File: src/rtl/crossbar_route_sequencer_pkg.sv
`default_nettype none
// ============================================================================
// Package     : xbar_seq_pkg
// Description : Shared configuration, types and helpers for the crossbar
//               route sequencer: FSM state enum, schedule entry struct and
//               control-word packing function. Widths are configured here
//               and used by the interface, the route table and the top.
// Revision    : 1.0 - initial release
// ============================================================================
package xbar_seq_pkg;

    localparam int N_INPUTS          = 2;
    localparam int N_OUTPUTS         = 2;
    localparam int CONTROL_BIT_WIDTH = 42;
    localparam int DEPTH             = 4;
    localparam int COUNT_WIDTH       = 16;

    localparam int IW      = $clog2(N_INPUTS);
    localparam int OW      = $clog2(N_OUTPUTS);
    localparam int AW      = $clog2(DEPTH);
    localparam int ENTRY_W = IW + OW + COUNT_WIDTH;
    localparam int MSG_W   = AW + ENTRY_W;

    typedef enum logic [1:0] {
        ST_IDLE  = 2'd0,
        ST_ISSUE = 2'd1,
        ST_RUN   = 2'd2,
        ST_DONE  = 2'd3
    } state_t;

    // Field order matches the cfg message layout below the address bits.
    typedef struct packed {
        logic [IW-1:0]          in_sel;
        logic [OW-1:0]          out_sel;
        logic [COUNT_WIDTH-1:0] count;
    } entry_t;

    // in_sel occupies the top IW bits, out_sel the next OW bits, rest zero.
    function automatic logic [CONTROL_BIT_WIDTH-1:0] pack_control(
        input logic [IW-1:0] in_sel,
        input logic [OW-1:0] out_sel
    );
        logic [CONTROL_BIT_WIDTH-1:0] word;
        word = '0;
        word[CONTROL_BIT_WIDTH-1 -: IW]    = in_sel;
        word[CONTROL_BIT_WIDTH-1-IW -: OW] = out_sel;
        return word;
    endfunction

endpackage
`default_nettype wire

File: src/rtl/crossbar_route_sequencer_if.sv
`default_nettype none
// ============================================================================
// Interface   : crossbar_route_sequencer_if
// Description : Bundles the schedule configuration write channel
//               (cfg_msg/cfg_val/cfg_rdy) and the crossbar control channel
//               (control/control_val/control_rdy) plus the payload fire
//               strobe of the active route.
//   master : sequencer side (drives cfg_rdy, control, control_val)
//   slave  : host/crossbar side (drives cfg_msg, cfg_val, control_rdy,
//            xfer_fire)
// Revision    : 1.0 - initial release
// ============================================================================
interface crossbar_route_sequencer_if;
    import xbar_seq_pkg::*;

    logic [MSG_W-1:0]             cfg_msg;
    logic                         cfg_val;
    logic                         cfg_rdy;
    logic [CONTROL_BIT_WIDTH-1:0] control;
    logic                         control_val;
    logic                         control_rdy;
    logic                         xfer_fire;

    modport master (
        input  cfg_msg, cfg_val, control_rdy, xfer_fire,
        output cfg_rdy, control, control_val
    );

    modport slave (
        output cfg_msg, cfg_val, control_rdy, xfer_fire,
        input  cfg_rdy, control, control_val
    );

endinterface
`default_nettype wire

File: src/rtl/crossbar_route_sequencer_table.sv
`default_nettype none
// ============================================================================
// Module      : crossbar_route_table
// Description : DEPTH x entry_t schedule register file.
//   clk, reset : clock, synchronous active-high reset (clears all entries)
//   we_i       : write enable
//   waddr_i    : write address
//   wdata_i    : write data
//   raddr_i    : combinational read address
//   rdata_o    : combinational read data
// Revision    : 1.0 - initial release
// ============================================================================
module crossbar_route_table
    import xbar_seq_pkg::*;
(
    input  wire          clk,
    input  wire          reset,
    input  wire          we_i,
    input  wire [AW-1:0] waddr_i,
    input  wire entry_t  wdata_i,
    input  wire [AW-1:0] raddr_i,
    output entry_t       rdata_o
);

    entry_t mem_q [DEPTH];

    always_ff @(posedge clk) begin
        if (reset) begin
            for (int i = 0; i < DEPTH; i++) begin
                mem_q[i] <= '0;
            end
        end else if (we_i) begin
            mem_q[waddr_i] <= wdata_i;
        end
    end

    assign rdata_o = mem_q[raddr_i];

endmodule
`default_nettype wire

File: src/rtl/crossbar_route_sequencer.sv
`default_nettype none
// ============================================================================
// Module      : crossbar_route_sequencer
// Description : Plays a host-loaded schedule of routes {in_sel, out_sel,
//               count} into a crossbar control port. Each route is issued
//               once and held until `count` payload transfers have fired.
//   clk, reset  : clock, synchronous active-high reset
//   bus         : cfg write channel + crossbar control channel (master)
//   start_i     : begin schedule at entry 0 (ignored while busy)
//   abort_i     : return to IDLE, no done pulse
//   loop_en_i   : wrap to entry 0 instead of finishing
//   busy_o      : ISSUE or RUN
//   done_o      : one-cycle completion pulse
//   cur_entry_o : index of the active entry
// Revision    : 1.0 - initial release
// ============================================================================
module crossbar_route_sequencer
    import xbar_seq_pkg::*;
(
    input  wire                        clk,
    input  wire                        reset,
    crossbar_route_sequencer_if.master bus,
    input  wire                        start_i,
    input  wire                        abort_i,
    input  wire                        loop_en_i,
    output logic                       busy_o,
    output logic                       done_o,
    output logic [AW-1:0]              cur_entry_o
);

    state_t                 state_q, state_d;
    logic [AW-1:0]          cur_q,   cur_d;
    logic [COUNT_WIDTH-1:0] cnt_q,   cnt_d;
    entry_t                 act_q,   act_d;   // route being issued / live
    entry_t                 e0_q,    e0_d;    // entry 0, reused on wrap

    logic          w_cfg_fire;
    logic [AW-1:0] w_cfg_addr;
    entry_t        w_cfg_entry;
    logic [AW-1:0] w_nxt;
    logic [AW-1:0] w_rd_addr;
    entry_t        w_rd_entry;
    entry_t        w_e0_now;
    logic          w_last_fire;

    assign busy_o      = (state_q == ST_ISSUE) || (state_q == ST_RUN);
    assign done_o      = (state_q == ST_DONE);
    assign cur_entry_o = cur_q;

    assign bus.cfg_rdy     = !busy_o;
    assign bus.control_val = (state_q == ST_ISSUE);
    assign bus.control     = pack_control(act_q.in_sel, act_q.out_sel);

    assign w_cfg_fire  = bus.cfg_val & bus.cfg_rdy;
    assign w_cfg_addr  = bus.cfg_msg[MSG_W-1 -: AW];
    assign w_cfg_entry = entry_t'(bus.cfg_msg[ENTRY_W-1:0]);

    // Single read port: entry 0 while idle (start), the successor in RUN.
    assign w_nxt     = cur_q + AW'(1);
    assign w_rd_addr = (state_q == ST_RUN) ? w_nxt : '0;

    // A cfg write to entry 0 on the start edge must be seen by that start.
    assign w_e0_now = (w_cfg_fire && (w_cfg_addr == '0)) ? w_cfg_entry : w_rd_entry;

    assign w_last_fire = bus.xfer_fire && (cnt_q == act_q.count - COUNT_WIDTH'(1));

    crossbar_route_table u_table (
        .clk     (clk),
        .reset   (reset),
        .we_i    (w_cfg_fire),
        .waddr_i (w_cfg_addr),
        .wdata_i (w_cfg_entry),
        .raddr_i (w_rd_addr),
        .rdata_o (w_rd_entry)
    );

    always_ff @(posedge clk) begin
        if (reset) begin
            state_q <= ST_IDLE;
            cur_q   <= '0;
            cnt_q   <= '0;
            act_q   <= '0;
            e0_q    <= '0;
        end else begin
            state_q <= state_d;
            cur_q   <= cur_d;
            cnt_q   <= cnt_d;
            act_q   <= act_d;
            e0_q    <= e0_d;
        end
    end

    always_comb begin
        state_d = state_q;
        cur_d   = cur_q;
        cnt_d   = cnt_q;
        act_d   = act_q;
        e0_d    = e0_q;

        if (abort_i) begin
            state_d = ST_IDLE;
            cnt_d   = '0;
        end else begin
            case (state_q)
                ST_IDLE: begin
                    if (start_i) begin
                        if (w_e0_now.count == '0) begin
                            state_d = ST_DONE;
                        end else begin
                            state_d = ST_ISSUE;
                            cur_d   = '0;
                            act_d   = w_e0_now;
                            e0_d    = w_e0_now;
                        end
                    end
                end
                ST_ISSUE: begin
                    if (bus.control_rdy) begin
                        state_d = ST_RUN;
                        cnt_d   = '0;
                    end
                end
                ST_RUN: begin
                    if (w_last_fire) begin
                        cnt_d = '0;
                        // Entry 0 is known nonzero here: start required it
                        // and the table cannot change while busy.
                        if ((w_nxt == '0) || (w_rd_entry.count == '0)) begin
                            if (loop_en_i) begin
                                state_d = ST_ISSUE;
                                cur_d   = '0;
                                act_d   = e0_q;
                            end else begin
                                state_d = ST_DONE;
                            end
                        end else begin
                            state_d = ST_ISSUE;
                            cur_d   = w_nxt;
                            act_d   = w_rd_entry;
                        end
                    end else if (bus.xfer_fire) begin
                        cnt_d = cnt_q + COUNT_WIDTH'(1);
                    end
                end
                ST_DONE: begin
                    state_d = ST_IDLE;
                end
                default: begin
                    state_d = ST_IDLE;
                end
            endcase
        end
    end

endmodule
`default_nettype wire

File: src/flat_wrapper.sv
// flat-port wrapper written by rule: the top's interface ports become plain ports
module crossbar_route_sequencer_flat import xbar_seq_pkg::*;
  (clk, reset, start_i, abort_i, loop_en_i, busy_o, done_o, cur_entry_o, bus_cfg_msg, bus_cfg_val, bus_control_rdy, bus_xfer_fire, bus_cfg_rdy, bus_control, bus_control_val);
  crossbar_route_sequencer_if bus_i ();
  input  wire clk;
  input  wire reset;
  input  wire start_i;
  input  wire abort_i;
  input  wire loop_en_i;
  output logic busy_o;
  output logic done_o;
  output logic [AW-1:0] cur_entry_o;
  input wire logic [$bits(bus_i.cfg_msg)-1:0] bus_cfg_msg;
  input wire logic [$bits(bus_i.cfg_val)-1:0] bus_cfg_val;
  input wire logic [$bits(bus_i.control_rdy)-1:0] bus_control_rdy;
  input wire logic [$bits(bus_i.xfer_fire)-1:0] bus_xfer_fire;
  output wire logic [$bits(bus_i.cfg_rdy)-1:0] bus_cfg_rdy;
  output wire logic [$bits(bus_i.control)-1:0] bus_control;
  output wire logic [$bits(bus_i.control_val)-1:0] bus_control_val;
  assign bus_i.cfg_msg = bus_cfg_msg;
  assign bus_i.cfg_val = bus_cfg_val;
  assign bus_i.control_rdy = bus_control_rdy;
  assign bus_i.xfer_fire = bus_xfer_fire;
  assign bus_cfg_rdy = bus_i.cfg_rdy;
  assign bus_control = bus_i.control;
  assign bus_control_val = bus_i.control_val;
  crossbar_route_sequencer u_core (.clk(clk), .reset(reset), .bus(bus_i), .start_i(start_i), .abort_i(abort_i), .loop_en_i(loop_en_i), .busy_o(busy_o), .done_o(done_o), .cur_entry_o(cur_entry_o));
endmodule
File: config.mk
export PLATFORM = sky130hd
export DESIGN_NAME = crossbar_route_sequencer_flat
export DESIGN_NICKNAME = d
export VERILOG_FILES = /design/src/rtl/crossbar_route_sequencer_pkg.sv /design/src/rtl/crossbar_route_sequencer_if.sv /design/src/rtl/crossbar_route_sequencer_table.sv /design/src/rtl/crossbar_route_sequencer.sv /design/src/flat_wrapper.sv
export SDC_FILE = /design/constraint.sdc
export NUM_CORES = 1
export LEC_CHECK = 0
export ABC_CLOCK_PERIOD_IN_PS = 3650
export CAP_MARGIN = 5
export CORE_MARGIN = 2
export CORE_UTILIZATION = 58
export DETAILED_ROUTE_END_ITERATION = 10
export PLACE_DENSITY = 0.86
export SLEW_MARGIN = 40
export SYNTH_ARGS = -nofsm -noshare
export SYNTH_HDL_FRONTEND = slang
export SYNTH_SLANG_ARGS = --single-unit
File: constraint.sdc
create_clock -name clk -period 3.65 [get_ports clk]
set_input_delay 0.5475 -clock clk [delete_from_list [all_inputs] [get_ports clk]]
set_output_delay 0.5475 -clock clk [all_outputs]
set_load 0.05 [all_outputs]
==> reports/metrics.yaml <==
finalCritPeriodShare_pct: 94.8
mostFrequentLayoutCell: "nor2_1"
rows: 41
synthCells: 799
cts_made_buffers: 17
final_util_pct: 67.3
top_usage_layer: "met2"
grt_pass1_wl_um: 29800
die_y_um: 119
die_width_um: 119
vias: 5928
use_met1_pct: 35.0
holdWs_ns: 0.455
cts_resized: 0
yosysWarnings: 0
hold_violations: 0
ys.flop_type: "edfxtp_1"
synth.distinct_cells: 76
worstRegToRegCells: 11
ir_drop_uv: 434
numPortBuffers: 35
endpoint_kind: "flop"
ioPinCount: 76
tns_ns: 0
die-area_um2: 14100
gp_congestion: 0.941
synth.cell_area_um2: 7620
start_kind: "flop"
grt.met2_usage_pct: 44.8
synthTopCellsByArea: "edfxtp_1, dfxtp_1, buf_4, nor2_1, mux2i_1"
required_ns: 3.97
setup_viol: 0
initial_core_util_pct: 59.9
cts_tree: "built"
clk_pin_slew_ns: 0.06
grt_antenna_before_repair: 0
cts_setup_buffers: 0
grt_max_degree: 46
slew_headroom_pct: 58.0
clockBufferDepth: 2
syn-mean-instance-area_um2: 9.54
power.total_mw: 4.13
grt_remaining_overflow: 0
async_flop_share_pct: 0
seqCellArea_um2: 3280
ctsHoldBuffers: 0
cts_max_level: 4
core_um2: 12700
drt_wl_total_um: 18700
leakagePower_nw: 3.35
power_density_nw_per_um2: 482
area_growth_pct: 12.4
ys_seq_area_share_pct: 43.1
use_met3_pct: 6.42
worst_pin_slew_ns: 0.631
drc: 0
hold_path.class: "flop to flop"
critPathMaxFanout: 22
fin_nets: 860
cap_violations: 0
ant_nets: 0
cts_num_sinks: 128
maxSlewViolCount: 0
final_cell_mix: "nor2_1, edfxtp_1, nand2_1"
viasPerCell: 5.87
antenna_cells: 0
grt_pass1_vias: 5654
cts_root_buf: "clkbuf_16"
layout-drive-gt1-share_pct: 12.3
ys_ff_latch: 128
grtUsageTotal_pct: 27.3
clock_latency_ns: 0.43
outcome: "complete, no violations"
yosys.area.top_type_share_pct: 28.4
path_class: "flop to flop"
multi_input_area_um2: 3780
drt_iter0_markers: 689
dp_hpwl_um: 13100
rrSetupSlack_ns: 0.19
place_area_um2: 7930
whs_path_depth: 2
fin_area_um2: 8570
fillers: 1005
first_pass_iters: 5
arrival_ns: 3.78
synth_area_leader_cell: "edfxtp_1"
skew_ns: 0.0121
max_freq_mhz: 289
synth-edff-count: 72
min_period_ns: 3.46
routedWlPerCell_um: 18.5
rsz0062_at_grt: "no"
path summary, 6_finish.rpt:
| path | startpoint | endpoint |
|---|---|---|
| worst max register to register | u_core.state_q[0] | u_core.act_q[2] |
| worst max-delay path | u_core.state_q[0] | u_core.act_q[2] |
| worst min-delay path | u_core.e0_q[6] | u_core.e0_q[6] |
| worst min register to register | u_core.e0_q[6] | u_core.e0_q[6] |
where the power goes:
group	leakage, nW	total (mW)	switching, mW	internal (mW)
logic	1.84	0.646	0.417	0.229
clock network	0.303	1.82	0.671	1.15
registers	1.21	1.66	0.0525	1.61
total	3.35	4.13	1.14	2.99
cells in the mapped netlist, types with 3 or more instances:
cell       n
a21boi_0   3
o211ai_1   7
xnor2_1   17
and2_1    34
nor3_1    28
and3_1    12
a21o_1     4
or2_2      9
o21ai_0   28
nand3b_1   3
a211oi_1  15
a22oi_1    3
nor4_1     8
mux2_2     4
nor2b_1    9
or4_1      3
inv_1     27
ha_1       7
buf_4     48
o31ai_1    4
nand3_1   13
a21oi_1   29
and3b_1   14
mux2i_1   28
a31oi_1    5
buf_2     11
buf_6     11
nand2_1   60
o22ai_1    6
nand4_1   11
a22o_1     7
a211o_1   12
dfxtp_1   56
o21ai_1    3
clkbuf_1  20
o21ai_2    3
xor2_1    18
a211oi_2  11
nor2_1    84
nand2b_1   8
edfxtp_1  72
layout make-up:
| type | instances | area share [%] |
|---|---|---|
| Multi-Input combinational cell | 591 | 44.1 |
| Sequential cell | 128 | 38.3 |
| Timing Repair Buffer | 59 | 6.48 |
| Clock buffer | 17 | 4.97 |
| Tap cell | 172 | 2.51 |
| Clock inverter | 15 | 2.40 |
| Inverter | 28 | 1.23 |
per-layer routing:
metal | vias to the layer above | part of all wire, %
li1 | 2837 | -
met3 | 37 | 6.9
met2 | 244 | 49
met1 | 2810 | 42
met5 | - | 0
met4 | 0 | 2.4
worst max-delay path: stages (launching register included):
cell and delay, ns:
dfxtp_1 0.34, inv_1 0.10, ha_2 0.35, and2_4 0.29
buf_4 0.27, a211oi_1 0.11, o31ai_1 0.48, nor4_2 0.13
o22ai_1 0.31, o31a_1 0.49, nand2_4 0.17, a31o_2 0.29
cell families (layout without fill, tap and decap cells):
family                     Yosys count  count (layout)  synth area share [%]
xor gates and xnor gates            35              35                  4.02
DFF                                128             128                  43.1
and+or+nand+nor                    313             313                  21.9
adders and majority gates            7               7                  1.15
muxes                               33              33                  4.46
buffers and inverters              119             119                  9.49
other                                1              40                0.0492
AOI/OAI and AO/OA                  163             163                  15.9
metrics by stage:
stage | setup slack, ns | instances
2_1_floorplan | 0.389 | 838
3_3_place_gp | 0.168 | 978
3_5_place_dp | 0.171 | 978
4_1_cts | 0.245 | 1010
5_1_grt | 0.0107 | 1010
6_report | 0.189 | 1010
sequential cells by signal, summed over array words and instances (netlist names):
name	flops
u_core.u_table.mem_q	72
u_core.cur_entry_o	2
u_core.act_q	16
u_core.state_q	2
u_core.cnt_q	16
u_core.bus.control	2
u_core.e0_q	18
No activity file was read; power rests on OpenSTA's default activity.
==> edit (same settings) <==
Re-encode `state_t` (4 states) as one-hot, 4 bits wide.
--- a/src/rtl/crossbar_route_sequencer_pkg.sv
+++ b/src/rtl/crossbar_route_sequencer_pkg.sv
@@ -21,11 +21,11 @@
     localparam int ENTRY_W = IW + OW + COUNT_WIDTH;
     localparam int MSG_W   = AW + ENTRY_W;
 
-    typedef enum logic [1:0] {
-        ST_IDLE  = 2'd0,
-        ST_ISSUE = 2'd1,
-        ST_RUN   = 2'd2,
-        ST_DONE  = 2'd3
+    typedef enum logic [3:0] {
+        ST_IDLE  = 4'b0001,
+        ST_ISSUE = 4'b0010,
+        ST_RUN   = 4'b0100,
+        ST_DONE  = 4'b1000
     } state_t;
 
     // Field order matches the cfg message layout below the address bits.
Check against the original RTL: same outputs for any inputs over 4 cycles, from zero or initial values and one cycle with reset high; so few cycles prove little.
==> edit against the unedited design <==
Critical endpoint is now u_core.act_q[0]. Sequential share of layout area up 0.63 points. Cell area down 0.38%. Sequential cell count increased by 2. First-iteration DRC count grew 6.1%. Core utilization is essentially flat. Total power fell by 7.6%. Critical path depth down 1. Wire length grew 0.73%. Via count grew 6.7%. Worst setup slack improved by 0.053 ns. Highest routed layer unchanged. Area after synthesis down 0.51%.
==> edit: results (changes against the unedited design) <==
[synthesis]
synth_top_cell_area_share=0.285  ; was 0.284
ys_ff_latch=130  ; was 128
ys_top_cells_by_count=nor2_1, nand2_1, edfxtp_1, dfxtp_1, buf_4  ; was nor2_1, edfxtp_1, nand2_1, dfxtp_1, buf_4
yosys.cell_types.count=66  ; was 76
synth_area_leaders=edfxtp_1, dfxtp_1, nor2_1  ; was edfxtp_1, dfxtp_1, buf_4
synth.yosys.seq_area_share=0.438  ; was 0.431

[drt]
drtIter0Drc=731  ; was 689
vias=6326  ; was 5928
first_pass_iters=8  ; was 5

[power]
vdd_ir_drop_max_mv=0.316  ; was 0.434 mV
switching_share=0.262  ; was 0.276
powerComb_uw=461  ; was 646 uW
p_clk_frac=0.449  ; was 0.441
p_leak_nw=3.19  ; was 3.35 nW

[worst_setup_path]
crit_family=simple AND/OR/NAND/NOR gates  ; was compound AO/OA/AOI/OAI gates
cpMaxStageDelayCell=or3_1  ; was o31a_1
crit_start=u_core.state_q[2]  ; was u_core.state_q[0]
slowest_delay_ns=0.57  ; was 0.49 ns

[finish]
n_clock_buffer=18  ; was 17
n_fill_cell=1001  ; was 1005
inverters=34  ; was 28
buf_share=0.0666  ; was 0.0648
drive_above_1_share=0.0930  ; was 0.123
multi_input_area_share=0.435  ; was 0.441

[global_routing]
grt_start_max_net_pins=60  ; was 46
grtUsageTotal=0.279  ; was 0.273

[sta]
slew-limit-headroom=0.457  ; was 0.580
finClkSkew_ns=0.00615  ; was 0.0121 ns

[place]
place_ws_ns=0.321  ; was 0.171 ns
routabilityCongestion=0.930  ; was 0.941

[run_status]
status=completed  ; unchanged

[edit: through the flow]
| step | cell area, um2 | hold WS (ns) | utilization | total power [mW] | cells |
|---|---|---|---|---|---|
| 2_1_floorplan | 7730 | 0.451 | - | 2.03 | 872 |
| 3_3_place_gp | 7940 | 0.476 | 0.627 | 2.11 | 1001 |
| 3_5_place_dp | 7940 | 0.485 | 0.627 | 2.12 | 1001 |
| 4_1_cts | 8530 | 0.497 | 0.674 | 3.81 | 1032 |
| 5_1_grt | 8530 | 0.519 | 0.674 | 3.93 | 1032 |
| 6_report | 8530 | 0.502 | 0.674 | 3.81 | 1032 |
[edit: kinds of logic (layout without fill, tap and decap cells)]
logic type / after synthesis / after routing / synth area share
flops: 130 / 130 / 0.438
buf+inv: 136 / 124 / 0.0947
compound gates: 158 / 158 / 0.160
mux: 27 / 27 / 0.0358
fa+ha+maj: 3 / 3 / 0.00495
xor+xnor: 32 / 32 / 0.0370
simple gates: 346 / 346 / 0.229
other cells: 1 / 40 / 0.000494
[edit: how the worst min path moves through the flow]
| stage | cells past startpoint | slack (ns) | endpoint | from |
|---|---|---|---|---|
| after global routing | 2 | 0.52 | u_core.act_q[15] | u_core.act_q[15] |
| after detailed placement | 2 | 0.48 | u_core.act_q[15] | u_core.act_q[15] |
| after global placement | 2 | 0.48 | u_core.act_q[15] | u_core.act_q[15] |
| final | 2 | 0.50 | u_core.act_q[15] | u_core.act_q[15] |
| after CTS | 2 | 0.50 | u_core.act_q[15] | u_core.act_q[15] |
| after floorplan | 2 | 0.45 | u_core.act_q[15] | u_core.act_q[15] |
[edit: routing by layer]
layer	share of wire	up-vias	track usage	wire, um
met2	0.46	338	0.434	8730
li1	-	2965	-	-
met3	0.091	58	0.0666	1700
met1	0.41	2965	0.366	7660
met5	0	-	0	0
met4	0.037	0	0.135	699
